--- config.mk ---
export PLATFORM = sky130hd
export DESIGN_NAME = table_read_engine_flat
export DESIGN_NICKNAME = d
export VERILOG_FILES = /design/src/rtl/table_read_engine_if.sv /design/src/rtl/table_read_engine.sv /design/src/flat_wrapper.sv
export SDC_FILE = /design/constraint.sdc
export NUM_CORES = 1
export LEC_CHECK = 0
export BUFFER_PORTS_ARGS = -buffer_cell sky130_fd_sc_hd__buf_2
export CAP_MARGIN = 5
export CORE_MARGIN = 3
export CORE_UTILIZATION = 55
export CTS_BUF_LIST = sky130_fd_sc_hd__clkbuf_16
export DETAILED_ROUTE_END_ITERATION = 6
export GPL_ROUTABILITY_DRIVEN = 0
export HOLD_SLACK_MARGIN = 0.15
export PLACE_DENSITY = 0.75
export RECOVER_POWER = 25
export SLEW_MARGIN = 20
export SYNTH_ARGS = -nofsm -noshare
export SYNTH_HDL_FRONTEND = slang
export SYNTH_SLANG_ARGS = --single-unit
--- constraint.sdc ---
create_clock -name clk_i -period 7.3 [get_ports clk_i]
set_clock_uncertainty 0.15 [all_clocks]
set_input_delay 0.365 -clock clk_i [delete_from_list [all_inputs] [get_ports clk_i]]
set_output_delay 0.365 -clock clk_i [all_outputs]
set_load 0.02 [all_outputs]
--- src/rtl/table_read_engine_if.sv ---
`default_nettype none
// ============================================================================
// Module      : table_read_engine_if
// Description : AXI4 read-channel bundle (AR + R) between the table read
//               engine and the memory interconnect.
//               master modport : engine side (drives AR, accepts R)
//               slave  modport : memory side (accepts AR, drives R)
// Revision    : 1.0 - initial release
// ============================================================================
interface table_read_engine_if;
    logic [31:0] m_axi_araddr;
    logic [3:0]  m_axi_arlen;
    logic [2:0]  m_axi_arsize;
    logic [1:0]  m_axi_arburst;
    logic        m_axi_arvalid;
    logic        m_axi_arready;
    logic [31:0] m_axi_rdata;
    logic [1:0]  m_axi_rresp;
    logic        m_axi_rlast;
    logic        m_axi_rvalid;
    logic        m_axi_rready;

    modport master (
        output m_axi_araddr, m_axi_arlen, m_axi_arsize, m_axi_arburst,
               m_axi_arvalid, m_axi_rready,
        input  m_axi_arready, m_axi_rdata, m_axi_rresp, m_axi_rlast,
               m_axi_rvalid
    );

    modport slave (
        input  m_axi_araddr, m_axi_arlen, m_axi_arsize, m_axi_arburst,
               m_axi_arvalid, m_axi_rready,
        output m_axi_arready, m_axi_rdata, m_axi_rresp, m_axi_rlast,
               m_axi_rvalid
    );
endinterface
`default_nettype wire

--- src/rtl/table_read_engine.sv ---
`default_nettype none
// ============================================================================
// Module      : table_read_engine
// Description : Streams a table of 32-bit words from DDR over AXI4 read
//               bursts into a first-word-fall-through output FIFO.
//               Bursts never cross a 4 KB boundary and are only requested
//               when the FIFO can absorb the whole burst.
// Ports       : clk_i, reset_i (sync, active-high)
//               start_i/abort_i, addr_i/length_i : transfer control
//               busy_o, done_o, err_o            : transfer status
//               m_axi (master modport)           : AXI AR/R channels
//               dout_o/dout_valid_o/dout_ready_i : word stream to consumer
//               stats_o                          : accepted R-beat counter
// Options     : TABLE_READ_ENGINE_STATS_EN enables the stats_o counter;
//               without it stats_o is tied to zero.
// Revision    : 1.0 - initial release
// ============================================================================
module table_read_engine #(
    parameter int BURST_LEN  = 16,
    parameter int FIFO_DEPTH = 32
) (
    input  wire logic           clk_i,
    input  wire logic           reset_i,
    input  wire logic           start_i,
    input  wire logic           abort_i,
    input  wire logic [31:0]    addr_i,
    input  wire logic [23:0]    length_i,
    output logic                busy_o,
    output logic                done_o,
    output logic                err_o,
    table_read_engine_if.master m_axi,
    output logic [31:0]         dout_o,
    output logic                dout_valid_o,
    input  wire logic           dout_ready_i,
    output logic [31:0]         stats_o
);
    localparam int c_PTR_W = $clog2(FIFO_DEPTH);
    localparam int c_CNT_W = c_PTR_W + 1;

    typedef enum logic [1:0] {S_IDLE = 2'd0, S_ADDR = 2'd1, S_DATA = 2'd2} state_t;

    state_t             r_state;
    logic [31:0]        r_addr;
    logic [23:0]        r_remaining;
    logic               r_busy;
    logic               r_done;
    logic               r_err;
    logic               r_arvalid;
    logic [31:0]        r_araddr;
    logic [3:0]         r_arlen;
    logic               r_rready;
    logic [3:0]         r_beat_cnt;
    logic               r_abort_pend;

    logic [31:0]        r_mem [FIFO_DEPTH];
    logic [c_PTR_W-1:0] r_wptr;
    logic [c_PTR_W-1:0] r_rptr;
    logic [c_CNT_W-1:0] r_count;

    logic [10:0]        w_to_bound;
    logic [4:0]         w_beats;
    logic [c_CNT_W-1:0] w_free;
    logic               w_space_ok;
    logic [4:0]         w_burst_beats;
    logic [23:0]        w_remaining_next;
    logic               w_rhs;
    logic               w_last;
    logic               w_beat_err;
    logic               w_aborting;
    logic               w_push;
    logic               w_pop;
    logic               w_flush;

    // Words left before the next 4 KB page: 1..1024.
    assign w_to_bound = 11'd1024 - {1'b0, r_addr[11:2]};

    always_comb begin
        w_beats = 5'(BURST_LEN);
        if (r_remaining < 24'(w_beats)) w_beats = r_remaining[4:0];
        if (w_to_bound < 11'(w_beats))  w_beats = w_to_bound[4:0];
    end

    assign w_free           = c_CNT_W'(FIFO_DEPTH) - r_count;
    assign w_space_ok       = (32'(w_free) >= 32'(w_beats));
    assign w_burst_beats    = {1'b0, r_arlen} + 5'd1;
    assign w_remaining_next = r_remaining - {19'd0, w_burst_beats};

    assign w_rhs      = (r_state == S_DATA) && r_rready && m_axi.m_axi_rvalid;
    assign w_last     = (r_beat_cnt == r_arlen);
    assign w_beat_err = (m_axi.m_axi_rresp != 2'b00) || (m_axi.m_axi_rlast != w_last);
    // Once an abort is seen, beats of the in-flight burst are drained but dropped.
    assign w_aborting = r_abort_pend || abort_i;
    assign w_push     = w_rhs && !w_aborting;
    assign w_pop      = (r_count != '0) && dout_ready_i;
    assign w_flush    = ((r_state == S_ADDR) && !r_arvalid && abort_i) ||
                        (w_rhs && w_last && w_aborting);

    always_ff @(posedge clk_i) begin
        if (reset_i) begin
            r_state      <= S_IDLE;
            r_addr       <= '0;
            r_remaining  <= '0;
            r_busy       <= 1'b0;
            r_done       <= 1'b0;
            r_err        <= 1'b0;
            r_arvalid    <= 1'b0;
            r_araddr     <= '0;
            r_arlen      <= '0;
            r_rready     <= 1'b0;
            r_beat_cnt   <= '0;
            r_abort_pend <= 1'b0;
        end else begin
            r_done <= 1'b0;
            case (r_state)
                S_IDLE: begin
                    // abort_i wins over a coincident start_i.
                    if (start_i && !abort_i) begin
                        r_err        <= 1'b0;
                        r_addr       <= addr_i;
                        r_remaining  <= length_i;
                        r_abort_pend <= 1'b0;
                        if (length_i == 24'd0) begin
                            r_done <= 1'b1;
                        end else begin
                            r_busy  <= 1'b1;
                            r_state <= S_ADDR;
                        end
                    end
                end
                S_ADDR: begin
                    if (!r_arvalid) begin
                        if (abort_i) begin
                            r_busy  <= 1'b0;
                            r_state <= S_IDLE;
                        end else if (w_space_ok) begin
                            r_arvalid <= 1'b1;
                            r_araddr  <= r_addr;
                            r_arlen   <= 4'(w_beats - 5'd1);
                        end
                    end else begin
                        // An issued request must complete its handshake.
                        if (abort_i) r_abort_pend <= 1'b1;
                        if (m_axi.m_axi_arready) begin
                            r_arvalid  <= 1'b0;
                            r_rready   <= 1'b1;
                            r_beat_cnt <= '0;
                            r_state    <= S_DATA;
                        end
                    end
                end
                S_DATA: begin
                    if (abort_i) r_abort_pend <= 1'b1;
                    if (w_rhs) begin
                        if (w_beat_err) r_err <= 1'b1;
                        r_beat_cnt <= r_beat_cnt + 4'd1;
                        if (w_last) begin
                            r_rready    <= 1'b0;
                            r_addr      <= r_addr + {25'd0, w_burst_beats, 2'b00};
                            r_remaining <= w_remaining_next;
                            if (w_aborting) begin
                                r_abort_pend <= 1'b0;
                                r_busy       <= 1'b0;
                                r_state      <= S_IDLE;
                            end else if ((w_remaining_next != 24'd0) && !r_err && !w_beat_err) begin
                                r_state <= S_ADDR;
                            end else begin
                                r_busy  <= 1'b0;
                                r_done  <= 1'b1;
                                r_state <= S_IDLE;
                            end
                        end
                    end
                end
                default: r_state <= S_IDLE;
            endcase
        end
    end

    // Output FIFO, first-word-fall-through.
    always_ff @(posedge clk_i) begin
        if (w_push) r_mem[r_wptr] <= m_axi.m_axi_rdata;
    end

    always_ff @(posedge clk_i) begin
        if (reset_i || w_flush) begin
            r_wptr  <= '0;
            r_rptr  <= '0;
            r_count <= '0;
        end else begin
            if (w_push) r_wptr <= r_wptr + 1'b1;
            if (w_pop)  r_rptr <= r_rptr + 1'b1;
            case ({w_push, w_pop})
                2'b10:   r_count <= r_count + 1'b1;
                2'b01:   r_count <= r_count - 1'b1;
                default: r_count <= r_count;
            endcase
        end
    end

`ifdef TABLE_READ_ENGINE_STATS_EN
    logic [31:0] r_stats;
    always_ff @(posedge clk_i) begin
        if (reset_i)    r_stats <= '0;
        else if (w_rhs) r_stats <= r_stats + 32'd1;
    end
    assign stats_o = r_stats;
`else
    assign stats_o = 32'd0;
`endif

    assign busy_o              = r_busy;
    assign done_o              = r_done;
    assign err_o               = r_err;
    assign dout_o              = r_mem[r_rptr];
    assign dout_valid_o        = (r_count != '0);
    assign m_axi.m_axi_araddr  = r_araddr;
    assign m_axi.m_axi_arlen   = r_arlen;
    assign m_axi.m_axi_arsize  = 3'b010;
    assign m_axi.m_axi_arburst = 2'b01;
    assign m_axi.m_axi_arvalid = r_arvalid;
    assign m_axi.m_axi_rready  = r_rready;
endmodule
`default_nettype wire

--- src/flat_wrapper.sv ---
// flat-port wrapper written by rule: the top's interface ports become plain ports
module table_read_engine_flat 
#(
    parameter int BURST_LEN  = 16,
    parameter int FIFO_DEPTH = 32
)
  (clk_i, reset_i, start_i, abort_i, addr_i, length_i, busy_o, done_o, err_o, dout_o, dout_valid_o, dout_ready_i, stats_o, m_axi_m_axi_araddr, m_axi_m_axi_arlen, m_axi_m_axi_arsize, m_axi_m_axi_arburst, m_axi_m_axi_arvalid, m_axi_m_axi_rready, m_axi_m_axi_arready, m_axi_m_axi_rdata, m_axi_m_axi_rresp, m_axi_m_axi_rlast, m_axi_m_axi_rvalid);
  table_read_engine_if m_axi_i ();
  input  wire logic clk_i;
  input  wire logic reset_i;
  input  wire logic start_i;
  input  wire logic abort_i;
  input  wire logic [31:0] addr_i;
  input  wire logic [23:0] length_i;
  output logic busy_o;
  output logic done_o;
  output logic err_o;
  output logic [31:0] dout_o;
  output logic dout_valid_o;
  input  wire logic dout_ready_i;
  output logic [31:0] stats_o;
  output wire logic [$bits(m_axi_i.m_axi_araddr)-1:0] m_axi_m_axi_araddr;
  output wire logic [$bits(m_axi_i.m_axi_arlen)-1:0] m_axi_m_axi_arlen;
  output wire logic [$bits(m_axi_i.m_axi_arsize)-1:0] m_axi_m_axi_arsize;
  output wire logic [$bits(m_axi_i.m_axi_arburst)-1:0] m_axi_m_axi_arburst;
  output wire logic [$bits(m_axi_i.m_axi_arvalid)-1:0] m_axi_m_axi_arvalid;
  output wire logic [$bits(m_axi_i.m_axi_rready)-1:0] m_axi_m_axi_rready;
  input wire logic [$bits(m_axi_i.m_axi_arready)-1:0] m_axi_m_axi_arready;
  input wire logic [$bits(m_axi_i.m_axi_rdata)-1:0] m_axi_m_axi_rdata;
  input wire logic [$bits(m_axi_i.m_axi_rresp)-1:0] m_axi_m_axi_rresp;
  input wire logic [$bits(m_axi_i.m_axi_rlast)-1:0] m_axi_m_axi_rlast;
  input wire logic [$bits(m_axi_i.m_axi_rvalid)-1:0] m_axi_m_axi_rvalid;
  assign m_axi_m_axi_araddr = m_axi_i.m_axi_araddr;
  assign m_axi_m_axi_arlen = m_axi_i.m_axi_arlen;
  assign m_axi_m_axi_arsize = m_axi_i.m_axi_arsize;
  assign m_axi_m_axi_arburst = m_axi_i.m_axi_arburst;
  assign m_axi_m_axi_arvalid = m_axi_i.m_axi_arvalid;
  assign m_axi_m_axi_rready = m_axi_i.m_axi_rready;
  assign m_axi_i.m_axi_arready = m_axi_m_axi_arready;
  assign m_axi_i.m_axi_rdata = m_axi_m_axi_rdata;
  assign m_axi_i.m_axi_rresp = m_axi_m_axi_rresp;
  assign m_axi_i.m_axi_rlast = m_axi_m_axi_rlast;
  assign m_axi_i.m_axi_rvalid = m_axi_m_axi_rvalid;
  table_read_engine #(.BURST_LEN(BURST_LEN), .FIFO_DEPTH(FIFO_DEPTH)) u_core (.clk_i(clk_i), .reset_i(reset_i), .start_i(start_i), .abort_i(abort_i), .addr_i(addr_i), .length_i(length_i), .busy_o(busy_o), .done_o(done_o), .err_o(err_o), .m_axi(m_axi_i), .dout_o(dout_o), .dout_valid_o(dout_valid_o), .dout_ready_i(dout_ready_i), .stats_o(stats_o));
endmodule
==> impl_metrics.env <==
export IMPL_fp_dieH_um=297
export IMPL_layoutNonFillerInstCount=3979
export IMPL_totalWireLength_um=115000
export IMPL_syn2layout_area_growth_pct=14.5
export IMPL_hpwl_um=58800
export IMPL_fin_nets=2896
export IMPL_cts_tree="built"
export IMPL_h_tree_depth=3
export IMPL_root_buffer="clkbuf_16"
export IMPL_floorplan_initialDensity=0.556
export IMPL_whs_path_depth=2
export IMPL_viasPerCell=6.48
export IMPL_seqCellArea_um2=33300
export IMPL_synth_area_leaders="edfxtp_1 (66%), mux4_2 (15%), dfxtp_1 (5.4%)"
export IMPL_crit_end="u_core.m_axi.m_axi_araddr[17]$_SDFFE_PP0P_"
export IMPL_synthArstFlopShare=0
export IMPL_finalCritPeriodShare=0.852
export IMPL_vdd_drop_max_v=0.000193
export IMPL_cts_path_max_buffers=3
export IMPL_tightest_slew_ps=1290
export IMPL_met1_usage=0.351
export IMPL_route_detailed_drc=0
export IMPL_powerDensity_nw_per_um2=255
export IMPL_grt_use_total=0.263
export IMPL_hold_class="flop to flop"
export IMPL_yosysSeqAreaShare=0.714
export IMPL_grt_max_degree=109
export IMPL_syn_area_um2=46600
export IMPL_timing_rr_end="u_core.m_axi.m_axi_araddr[17]$_SDFFE_PP0P_"
export IMPL_antenna_cells=0
export IMPL_synth_ff_type="edfxtp_1"
export IMPL_critPathArrivalTime_ps=6570
export IMPL_antenna_found_initial=1
export IMPL_r2r_slack_ps=1080
export IMPL_synth_top_area_cell="edfxtp_1"
export IMPL_grt_busiest_layer="met2"
export IMPL_rr_worst_depth=21
export IMPL_portBuffers=171
export IMPL_min_period_ps=6220
export IMPL_hold_viol=0
export IMPL_die_w_um=297
export IMPL_critPathLaunch="u_core.r_remaining[15]$_SDFFE_PP0P_"
export IMPL_p_leak_nw=17.1
export IMPL_finalInstanceArea_um2=53400
export IMPL_grt_pass1_wl_um=172000
export IMPL_netlist_cell_type_count=75
export IMPL_post_cts_buffers=0
export IMPL_worstSetupPathType="flop to flop"
export IMPL_clock_sinks=1149
export IMPL_fillers=5542
export IMPL_worstSkewPairLatency_ps=670
export IMPL_grt_overflow=0
export IMPL_cap_violations=0
export IMPL_rows=106
export IMPL_drive_gt1_frac=0.265
export IMPL_dp_cells=3678
export IMPL_place_area_um2=48900
export IMPL_met2_usage=0.441
export IMPL_num_vias=25766
export IMPL_worst_endpoint_required_ps=7650
export IMPL_setup_viol=0
export IMPL_core_area_um2=83800
export IMPL_grt_setup_unrepaired="no"
export IMPL_grt_pass1_vias=26188
export IMPL_cp_start_kind="flop"
export IMPL_drtAntennaViolNets=0
export IMPL_finalSetupTns_ps=0
export IMPL_synth_edf_count=1024
export IMPL_drtIter0Drc=3021
export IMPL_drt_first_pass_iters=6
export IMPL_end_kind="flop"
export IMPL_max_freq_mhz=161
export IMPL_maxSlewHeadroom=0.142
export IMPL_met3_usage=0.0451
export IMPL_ios=209
export IMPL_cp_max_fo=40
export IMPL_synthDominantCellAreaShare=0.660
export IMPL_multi_input_area_um2=12800
export IMPL_synth_area_per_cell_um2=19.0
export IMPL_wl_per_cell_um=29.0
export IMPL_cts_made_buffers=111
export IMPL_ys_warn_count=0
export IMPL_status="finished clean"
export IMPL_die_area_um2=88200
export IMPL_slew_viol_final=0
export IMPL_clkTransAtPathRegs_ps=60
export IMPL_timing_rr_start="u_core.r_remaining[15]$_SDFFE_PP0P_"
export IMPL_ys_ff_latch=1149
export IMPL_syn_instance_count=2457
per-stage QoR:
step	hold WS [ps]	setup slack [ps]	util	power [W]
2_1_floorplan	295	1790	-	0.00794
4_1_cts	335	1140	0.637	0.0137
3_5_place_dp	334	1150	0.584	0.00820
5_1_grt	378	751	0.637	0.0140
3_3_place_gp	313	1250	0.584	0.00816
6_report	343	1080	0.637	0.0136
worst min path at each step:
stage	endpoint	slack (ps)	from
floorplan	u_core.r_addr[0]$_SDFFE_PP0P_	300	u_core.r_addr[0]$_SDFFE_PP0P_
global placement	u_core.r_addr[1]$_SDFFE_PP0P_	310	u_core.r_addr[1]$_SDFFE_PP0P_
detailed placement	u_core.m_axi.m_axi_araddr[15]$_SDFFE_PP0P_	330	u_core.m_axi.m_axi_araddr[15]$_SDFFE_PP0P_
CTS	u_core.r_addr[26]$_SDFFE_PP0P_	340	addr_i[26]
global route	u_core.r_addr[1]$_SDFFE_PP0P_	380	u_core.r_addr[1]$_SDFFE_PP0P_
finish	u_core.r_addr[1]$_SDFFE_PP0P_	340	u_core.r_addr[1]$_SDFFE_PP0P_
what timing repair did:
| item | 4_1_cts | 5_1_grt |
|---|---|---|
| hold endpoints to repair | 1098 | 0 |
| endpoints found under the setup margin | 0 | 0 |
| hold buffers | 99 | 0 |
| resized for setup | 0 | 0 |
cell usage after synthesis, drive strengths merged, types with 11 or more instances:
cell type,n
nand3,28
dfxtp,125
clkbuf,107
nor3,24
edfxtp,1024
xor2,20
mux4,320
a211oi,27
nand4,17
mux2i,50
o21ai,34
inv,36
xnor2,19
nor2b,11
mux2,36
buf,62
nand2,72
a21o,14
or3,11
a21oi,57
nor2,152
nor4,23
a31oi,12
ha,39
a22oi,32
flip-flops by register name (all words and copies together) (netlist names), named ones only:
| name | count |
|---|---|
| u_core.busy_o | 1 |
| u_core.done_o | 1 |
| u_core.err_o | 1 |
| u_core.m_axi.m_axi_araddr | 32 |
| u_core.m_axi.m_axi_arlen | 4 |
| u_core.m_axi.m_axi_arvalid | 1 |
| u_core.m_axi.m_axi_rready | 1 |
| u_core.r_abort_pend | 1 |
| u_core.r_addr | 32 |
| u_core.r_beat_cnt | 4 |
| u_core.r_count | 6 |
| u_core.r_mem | 1024 |
| u_core.r_remaining | 24 |
| u_core.r_rptr | 5 |
| u_core.r_state | 2 |
| u_core.r_wptr | 5 |
placed cells by master (no fill, tap or decap), types with 38 or more instances in the layout:
cell type	Yosys	layout
nand2_1	72	72
ha_1	39	38
mux2i_1	50	50
dlygate4sd3_1	0	99
buf_4	37	47
mux4_2	320	320
edfxtp_1	1024	1024
dfxtp_1	125	120
buf_2	4	149
nor2_1	151	119
inv_1	35	62
clkbuf_16	0	114
a21oi_1	57	57
layer usage:
layer	vias up	wire, µm
li1	10563	-
met1	13324	41900
met2	1594	58700
met3	283	10600
met4	2	4110
met5	-	13
critical path, cell delays in order (launching register included):
cell	delay, ps
dfxtp_1	370
or4_1	670
or3_1	470
nor2_2	360
nand2_1	110
ha_1	300
a21o_1	190
a21o_1	180
a211oi_1	230
o211ai_1	360
a31oi_2	380
inv_1	70
ha_1	280
nand2b_1	140
a21o_1	170
a21o_1	170
a21oi_1	140
nor2b_1	80
o311ai_4	200
buf_4	600
mux2i_1	300
nor2_1	70
final cells by class:
type / count / area share
clock buffer: 114 / 0.0535
clock inverter: 88 / 0.0115
inverter: 36 / 0.00253
multi-input combinational: 1138 / 0.240
sequential: 1149 / 0.624
tap: 1134 / 0.0266
timing repair buffer: 320 / 0.0421
cell families (layout without fill, tap and decap cells):
group                    Yosys count  in the layout  synth area share
other                              2             37          0.000161
AO/OA/AOI/OAI                    234            234            0.0338
AND/OR/NAND/NOR                  380            380            0.0394
XOR/XNOR                          39             39           0.00733
flip-flops                      1149           1149             0.714
multiplexers                     406            406             0.174
buffers and inverters            205            558            0.0196
adder cells (fa/ha/maj)           42             42            0.0118
report_power, final:
group          internal [W]  switching [W]  total (W)
clock               0.00306        0.00240    0.00546
combinational      0.000305       0.000532   0.000837
sequential          0.00721      0.0000903    0.00730
total                0.0106        0.00302     0.0136
No activity file was read; power rests on OpenSTA's default activity.
